==> src/rtl/fetch_ctrl.sv <==
// Instruction-fetch sequencer: owns the fetch PC, captures words from a
// combinational instruction memory and hands them to decode over valid/ready.
module fetch_ctrl #(
  parameter int unsigned MEM_BYTES = 32,
  parameter logic [31:0] HALT_CODE = 32'h013900b3
) (
  input  logic        clk,
  input  logic        reset,
  input  logic        start,
  output logic [31:0] imem_pc,
  input  logic [31:0] imem_instr,
  output logic        if_valid,
  input  logic        if_ready,
  output logic [31:0] if_instr,
  output logic [31:0] if_pc,
  input  logic        redirect,
  input  logic [31:0] redirect_pc,
  output logic        halted,
  output logic        fault,
  output logic [15:0] fetch_count
);

  localparam logic [31:0] LAST_PC = 32'(MEM_BYTES - 4);

  typedef enum logic [1:0] {
    IDLE,
    FETCH,
    HALT,
    FAULT
  } state_e;

  state_e      state_q, state_d;
  logic [31:0] pc_q, pc_d;
  logic [31:0] if_instr_q, if_instr_d;
  logic [31:0] if_pc_q, if_pc_d;
  logic        if_valid_q, if_valid_d;
  logic [15:0] fetch_count_q, fetch_count_d;
  logic        handshake;
  logic        slot_free;

  assign handshake = if_valid_q & if_ready;
  assign slot_free = ~if_valid_q | handshake;

  always_comb begin
    state_d       = state_q;
    pc_d          = pc_q;
    if_instr_d    = if_instr_q;
    if_pc_d       = if_pc_q;
    if_valid_d    = handshake ? 1'b0 : if_valid_q;
    fetch_count_d = fetch_count_q;

    // Accepted words count in every state, even when a redirect flushes the slot.
    if (handshake && (fetch_count_q != '1)) begin
      fetch_count_d = fetch_count_q + 16'd1;
    end

    unique case (state_q)
      IDLE: begin
        pc_d = '0;
        if (start) begin
          state_d = FETCH;
        end
      end
      FETCH: begin
        if (redirect) begin
          if_valid_d = 1'b0;
          if ((redirect_pc[1:0] != 2'b00) || (redirect_pc > LAST_PC)) begin
            state_d = FAULT;
          end else begin
            pc_d = redirect_pc;
          end
        end else if (slot_free) begin
          if (pc_q > LAST_PC) begin
            state_d = FAULT;
          end else if (imem_instr == HALT_CODE) begin
            state_d = HALT;
          end else begin
            if_instr_d = imem_instr;
            if_pc_d    = pc_q;
            if_valid_d = 1'b1;
            pc_d       = pc_q + 32'd4;
          end
        end
      end
      HALT, FAULT: begin
      end
      default: begin
        state_d = IDLE;
      end
    endcase
  end

  always_ff @(posedge clk) begin
    if (reset) begin
      state_q       <= IDLE;
      pc_q          <= '0;
      if_instr_q    <= '0;
      if_pc_q       <= '0;
      if_valid_q    <= 1'b0;
      fetch_count_q <= '0;
    end else begin
      state_q       <= state_d;
      pc_q          <= pc_d;
      if_instr_q    <= if_instr_d;
      if_pc_q       <= if_pc_d;
      if_valid_q    <= if_valid_d;
      fetch_count_q <= fetch_count_d;
    end
  end

  assign imem_pc     = pc_q;
  assign if_valid    = if_valid_q;
  assign if_instr    = if_instr_q;
  assign if_pc       = if_pc_q;
  assign halted      = (state_q == HALT);
  assign fault       = (state_q == FAULT);
  assign fetch_count = fetch_count_q;

endmodule

==> config.mk <==
export PLATFORM = sky130hd
export DESIGN_NAME = fetch_ctrl
export DESIGN_NICKNAME = d
export VERILOG_FILES = /design/src/rtl/fetch_ctrl.sv
export SDC_FILE = /design/constraint.sdc
export NUM_CORES = 1
export LEC_CHECK = 0
export ABC_AREA = 1
export BUFFER_PORTS_ARGS = -buffer_cell sky130_fd_sc_hd__buf_2
export CAP_MARGIN = 0
export CORE_UTILIZATION = 30
export CTS_CLUSTER_DIAMETER = 40
export DETAILED_ROUTE_END_ITERATION = 10
export SLEW_MARGIN = 25
export SYNTH_ARGS = -nofsm -noshare
export SYNTH_HDL_FRONTEND = slang
export SYNTH_SLANG_ARGS = --single-unit
==> constraint.sdc <==
create_clock -name clk -period 1.9 [get_ports clk]
set_input_delay 0.19 -clock clk [delete_from_list [all_inputs] [get_ports clk]]
set_output_delay 0.19 -clock clk [all_outputs]
set_load 0.1 [all_outputs]
; ---- Word level (Yosys, flattened, before mapping)
; Index checks and enable logic that the tools add are counted.
[totals]
elab_cells = 55
regBits = 115
out_inout_bits = 115
[classes]
bitwise = 6
n_eq_ne = 12
add_sub_neg = 2
n_lt_le_gt_ge = 2
reduce_logical = 8
mux = 19
[ops]
columns = op, count
row1 = $mux W32, 5
row2 = $gt A32 B5 Y1 const B, 2
row3 = $pmux W32 S2, 1
row4 = $add A32 B3 Y32 const B, 1
row5 = $eq A32 B25 Y1 const B, 1
row6 = $add A16 B1 Y16 const B, 1
row7 = $ne A16 B16 Y1 const B, 1
row8 = $ne A3 B3 Y1 const B, 5
row9 = $reduce_and A5 Y1, 3
row10 = $mux W2, 6
row11 = $mux W1, 6
row12 = $eq A2 B2 Y1 const B, 2
row13 = $ne A4 B4 Y1 const B, 1
row14 = $not A1 Y1, 4
row15 = $pmux W2 S2, 1
row16 = $reduce_bool A2 Y1, 2
row17 = $eq A2 B1 Y1 const B, 1
row18 = $logic_not A2 Y1, 1
row19 = $ne A2 B2 Y1 const B, 1
row20 = $and A1 B1 Y1, 1
row21 = $logic_and A1 B1 Y1, 1
row22 = $logic_or A1 B1 Y1, 1
row23 = $or A1 B1 Y1, 1

; ---- Longest topological paths before layout
[logic_depth]
word_depth = 7
ltp_mapped = 12

; ---- Least setup slack after synthesis
; Ideal clock, no wire load.
[synth_path]
path_type = flip-flop to flip-flop
from = reg fetch_count_q[0] (netlist: fetch_count[0])
to = reg fetch_count_q[6] (netlist: fetch_count[6])
path_slack_ns = -0.450
t_required_ns = 1.785
path_stages_with_launch = 9
arrival_time_ns = 2.234
synth_period_minus_slack_ns = 2.350
setup_time_ns = 0.115
n_path_buf = 0
path_cell_list = dfxtp_1 > ha_1 > nand3_1 > nor3_2 > nand3_1 > nand2_1 > nor2_1 > or2_0 > and3_1
[synth_via]
elab_chain_cells = 2
[synth_rtl]
columns = element, line
row1 = start: declaration, 37  ; logic [15:0] fetch_count_q, fetch_count_d;
row2 = start signal: assignment, 107  ; fetch_count_q <= fetch_count_d;
row3 = "parallel branches: the longest is 2 deep, another holds $add A16 B1 Y16", n/a
; Parallel ways; which one is timed is not known.
; A chain may end at the register's enable or synchronous reset.

; ---- Worst setup path after layout
[layout_path]
from = reg pc_q[2] (netlist: imem_pc[2])
to = reg if_instr_q[26] (netlist: if_instr[26])
[layout_via]
elab_chain_cells = 3
[layout_rtl]
columns = element, line
row1 = start: declaration, 33  ; logic [31:0] pc_q, pc_d;
row2 = start signal: assignment, 103  ; pc_q <= pc_d;
row3 = $gt A32 B5 Y1, 73  ; if (pc_q > LAST_PC) begin
row4 = $not A1 Y1 (no line), n/a
row5 = $reduce_and A5 Y1 (no line), n/a
row6 = end signal: assignment, 104  ; if_instr_q <= if_instr_d;
row7 = end: declaration, 34  ; logic [31:0] if_instr_q, if_instr_d;
; No other way between the ends.

==> results.json <==
{
  "status": "finished, violations left",
  "failed_checks": "DRC",
  "yosysSeqAreaShare": 0.507,
  "synth_xor_area_frac": 0.0116,
  "hp-class": "primary input to flop",
  "seqCellArea_sq_mm": 0.00237,
  "ant_nets": 0,
  "numClockSinks": 115,
  "hpwl_um": 8530,
  "synth_compound_area_frac": 0.0763,
  "relSlewSlack": 0.521,
  "placed_cells": 959,
  "synth_area_sq_mm": 0.00454,
  "power_frac_seq": 0.349,
  "worstSetupPathType": "flop to flop",
  "fin_cells": 1003,
  "synth_cell_types": 33,
  "combPwrFrac": 0.253,
  "final_util": 0.444,
  "p_leak_uw": 0.00321,
  "yosysWarnings": 0,
  "final_common_cell": "buf_2",
  "synth_simple_gate_area_share": 0.331,
  "worst_pin_slew_ps": 718,
  "num_vias": 4460,
  "critPathMaxFanout": 14,
  "grt_pass1_wl_um": 20500,
  "synth_fa_ha_area_frac": 0.00551,
  "holdWs_ps": 23.2,
  "dieWidth_um": 125,
  "clock_skew_ps": 11.3,
  "yosysTopAreaCellShare": 0.507,
  "drtIter0Drc": 173,
  "report.final.slew_viol_count": 0,
  "crit_required_ps": 2250,
  "synth_nets": 675,
  "ys_async_sr_fraction": 0,
  "chipHeight_um": 125,
  "multi_input_area_sq_mm": 0.00198,
  "diodes": 0,
  "dieArea_sq_mm": 0.0156,
  "r2r-start": "imem_pc[2]",
  "hold_viol": 0,
  "yosys-top-cells-area": "dfxtp_1 51%, nor2_1 14%, nand2_1 8.7%",
  "cts_htree_levels": 4,
  "portBuffers": 183,
  "p_sw_uw": 2680,
  "drt-total-wl_um": 13300,
  "root_buffer": "clkbuf_16",
  "grt_max_degree": 67,
  "ys.flop_type": "dfxtp_1",
  "layout_min_cycle_time_ps": 1790,
  "synth_cells": 604,
  "max_cap_violations": 0,
  "vdd_drop_max_mv": 0.651,
  "core_sq_mm": 0.0146,
  "synth_edf_count": 0,
  "wl_per_cell_um": 13.3,
  "via_per_inst": 4.45,
  "cp.arrival_ps": 2140,
  "insertion_delay_ps": 410,
  "drc_errors": 14,
  "nFillCells": 1531,
  "grt_util_all_layers": 0.163,
  "layout_common_cells": "183 x buf_2, 173 x nor2_1, 102 x nand2_1",
  "timing.final.crit_share": 0.943,
  "path_clk_slew_ps": 50,
  "grt_pass1_vias": 4254,
  "drtPass1Iterations": 7,
  "intPower_uw": 4860,
  "cts.path.max_buffers": 2,
  "worstSetupEndpointType": "flop",
  "clkPwrFrac": 0.398,
  "drive_above_1_share": 0.369,
  "fin_total_pwr_uw": 7540,
  "swShare": 0.356,
  "start_kind": "flop",
  "muxShareOfSynthArea": 0,
  "fmax_ghz": 0.558,
  "antenna_found_initial": 0,
  "powerDensity_mw_per_mm2": 1160,
  "cts_tree": "yes",
  "setup_violations": 0,
  "synth_top_cell_by_area": "dfxtp_1",
  "ioPinCount": 184,
  "numCtsBuffers": 17,
  "ys_ff_latch": 115,
  "startpoint": "imem_pc[2]",
  "gp_congestion": 0.827,
  "hp-start": "imem_instr[24]",
  "syn2layout_area_growth_pct": 43.0,
  "nNetsFinal": 877,
  "synth_top_family_by_area": "simple AND/OR/NAND/NOR gates",
  "overflow": 0,
  "postSynthAreaPerCell_sq_um": 7.52,
  "start_util": 0.310,
  "rows": 44
}
## metrics by stage
step | setup slack (ps) | setup TNS [ps] | instance area, sq um
final | 108 | 0 | 6500
after global routing | -8.63 | -15.4 | 6500
after CTS | 1.80 | 0 | 6280
after detailed placement | -36.0 | -695 | 5720
after floorplan | 61.6 | 0 | 4620
after global placement | -14.0 | -54.9 | 5720
## layout make-up
cell class,count,share of cell area
sequential,115,0.365
clock inverter,9,0.0119
inverter,42,0.0254
clock buffer,23,0.0736
tap,184,0.0354
multi-input combinational,424,0.304
timing repair buffer,206,0.184
## cells by family (layout without fill, tap and decap cells)
logic type	after synthesis	in the layout
AOI/OAI and AO/OA	68	68
xor gates and xnor gates	6	6
adders and majority gates	2	2
buffers and inverters	67	280
DFF	115	115
and+or+nand+nor	346	348
## power groups by stage
stage / Sequential, uW / Combinational, uW / Clock, uW
final: 2630 / 1910 / 3000
after global routing: 2650 / 2020 / 3170
after CTS: 2630 / 1750 / 3070
after detailed placement: 2680 / 1740 / 0
after global placement: 2680 / 1740 / 0
after floorplan: 3570 / 514 / 0
## sequential cells by signal, summed over array words and instances, names as in the netlist
| signal | count |
|---|---|
| imem_pc | 32 |
| state_q | 2 |
| if_valid | 1 |
| if_pc | 32 |
| if_instr | 32 |
| fetch_count | 16 |
## path summary, 6_finish.rpt
check	endpoint	slack, ps	depth (start not counted)
max	if_instr[26]	110	12
min	if_instr[24]	20	3
max reg2reg	if_instr[26]	110	12
min reg2reg	imem_pc[26]	440	2
## worst max-delay path, stage by stage, from the launching register on
cell	delay, ps
dfxtp_4	340
ha_2	190
nand2_2	70
nor2_1	60
nor2_1	80
nand2_1	90
nor2_4	130
nand3_2	120
nor2_4	140
buf_12	170
clkbuf_16	190
o21ai_1	70
nor2_1	90
## cells in the mapped netlist (2+ instances only)
cell / instances
nor2_1: 174
dfxtp_1: 115
nand2_1: 105
inv_1: 38
o21ai_1: 33
nor3b_1: 29
a21oi_1: 18
o21ai_0: 15
nand3_1: 14
clkbuf_1: 11
nor3_1: 8
buf_6: 7
buf_2: 5
inv_2: 4
xor2_1: 4
nor2_4: 3
and3_1: 2
ha_1: 2
nand4_1: 2
xnor2_1: 2
## layer usage
layer  GRT usage  wire length (um)  vias to the layer above
met4      0.0638               207                        0
met1       0.190              5730                     1991
met2       0.269              6480                      132
met3      0.0642               883                       18
li1            -                 -                     2319
met5           0                 0                        -
## repair_timing
action / in CTS / in global routing
hold endpoints to repair: 1 / 0
resized for setup: 3 / 12
pin swaps: 1 / 9
gates cloned: 0 / 7
endpoints found under the setup margin: 37 / 92
buffers inserted: 0 / 6
hold buffers: 1 / 0
No activity file was read; power rests on OpenSTA's default activity.
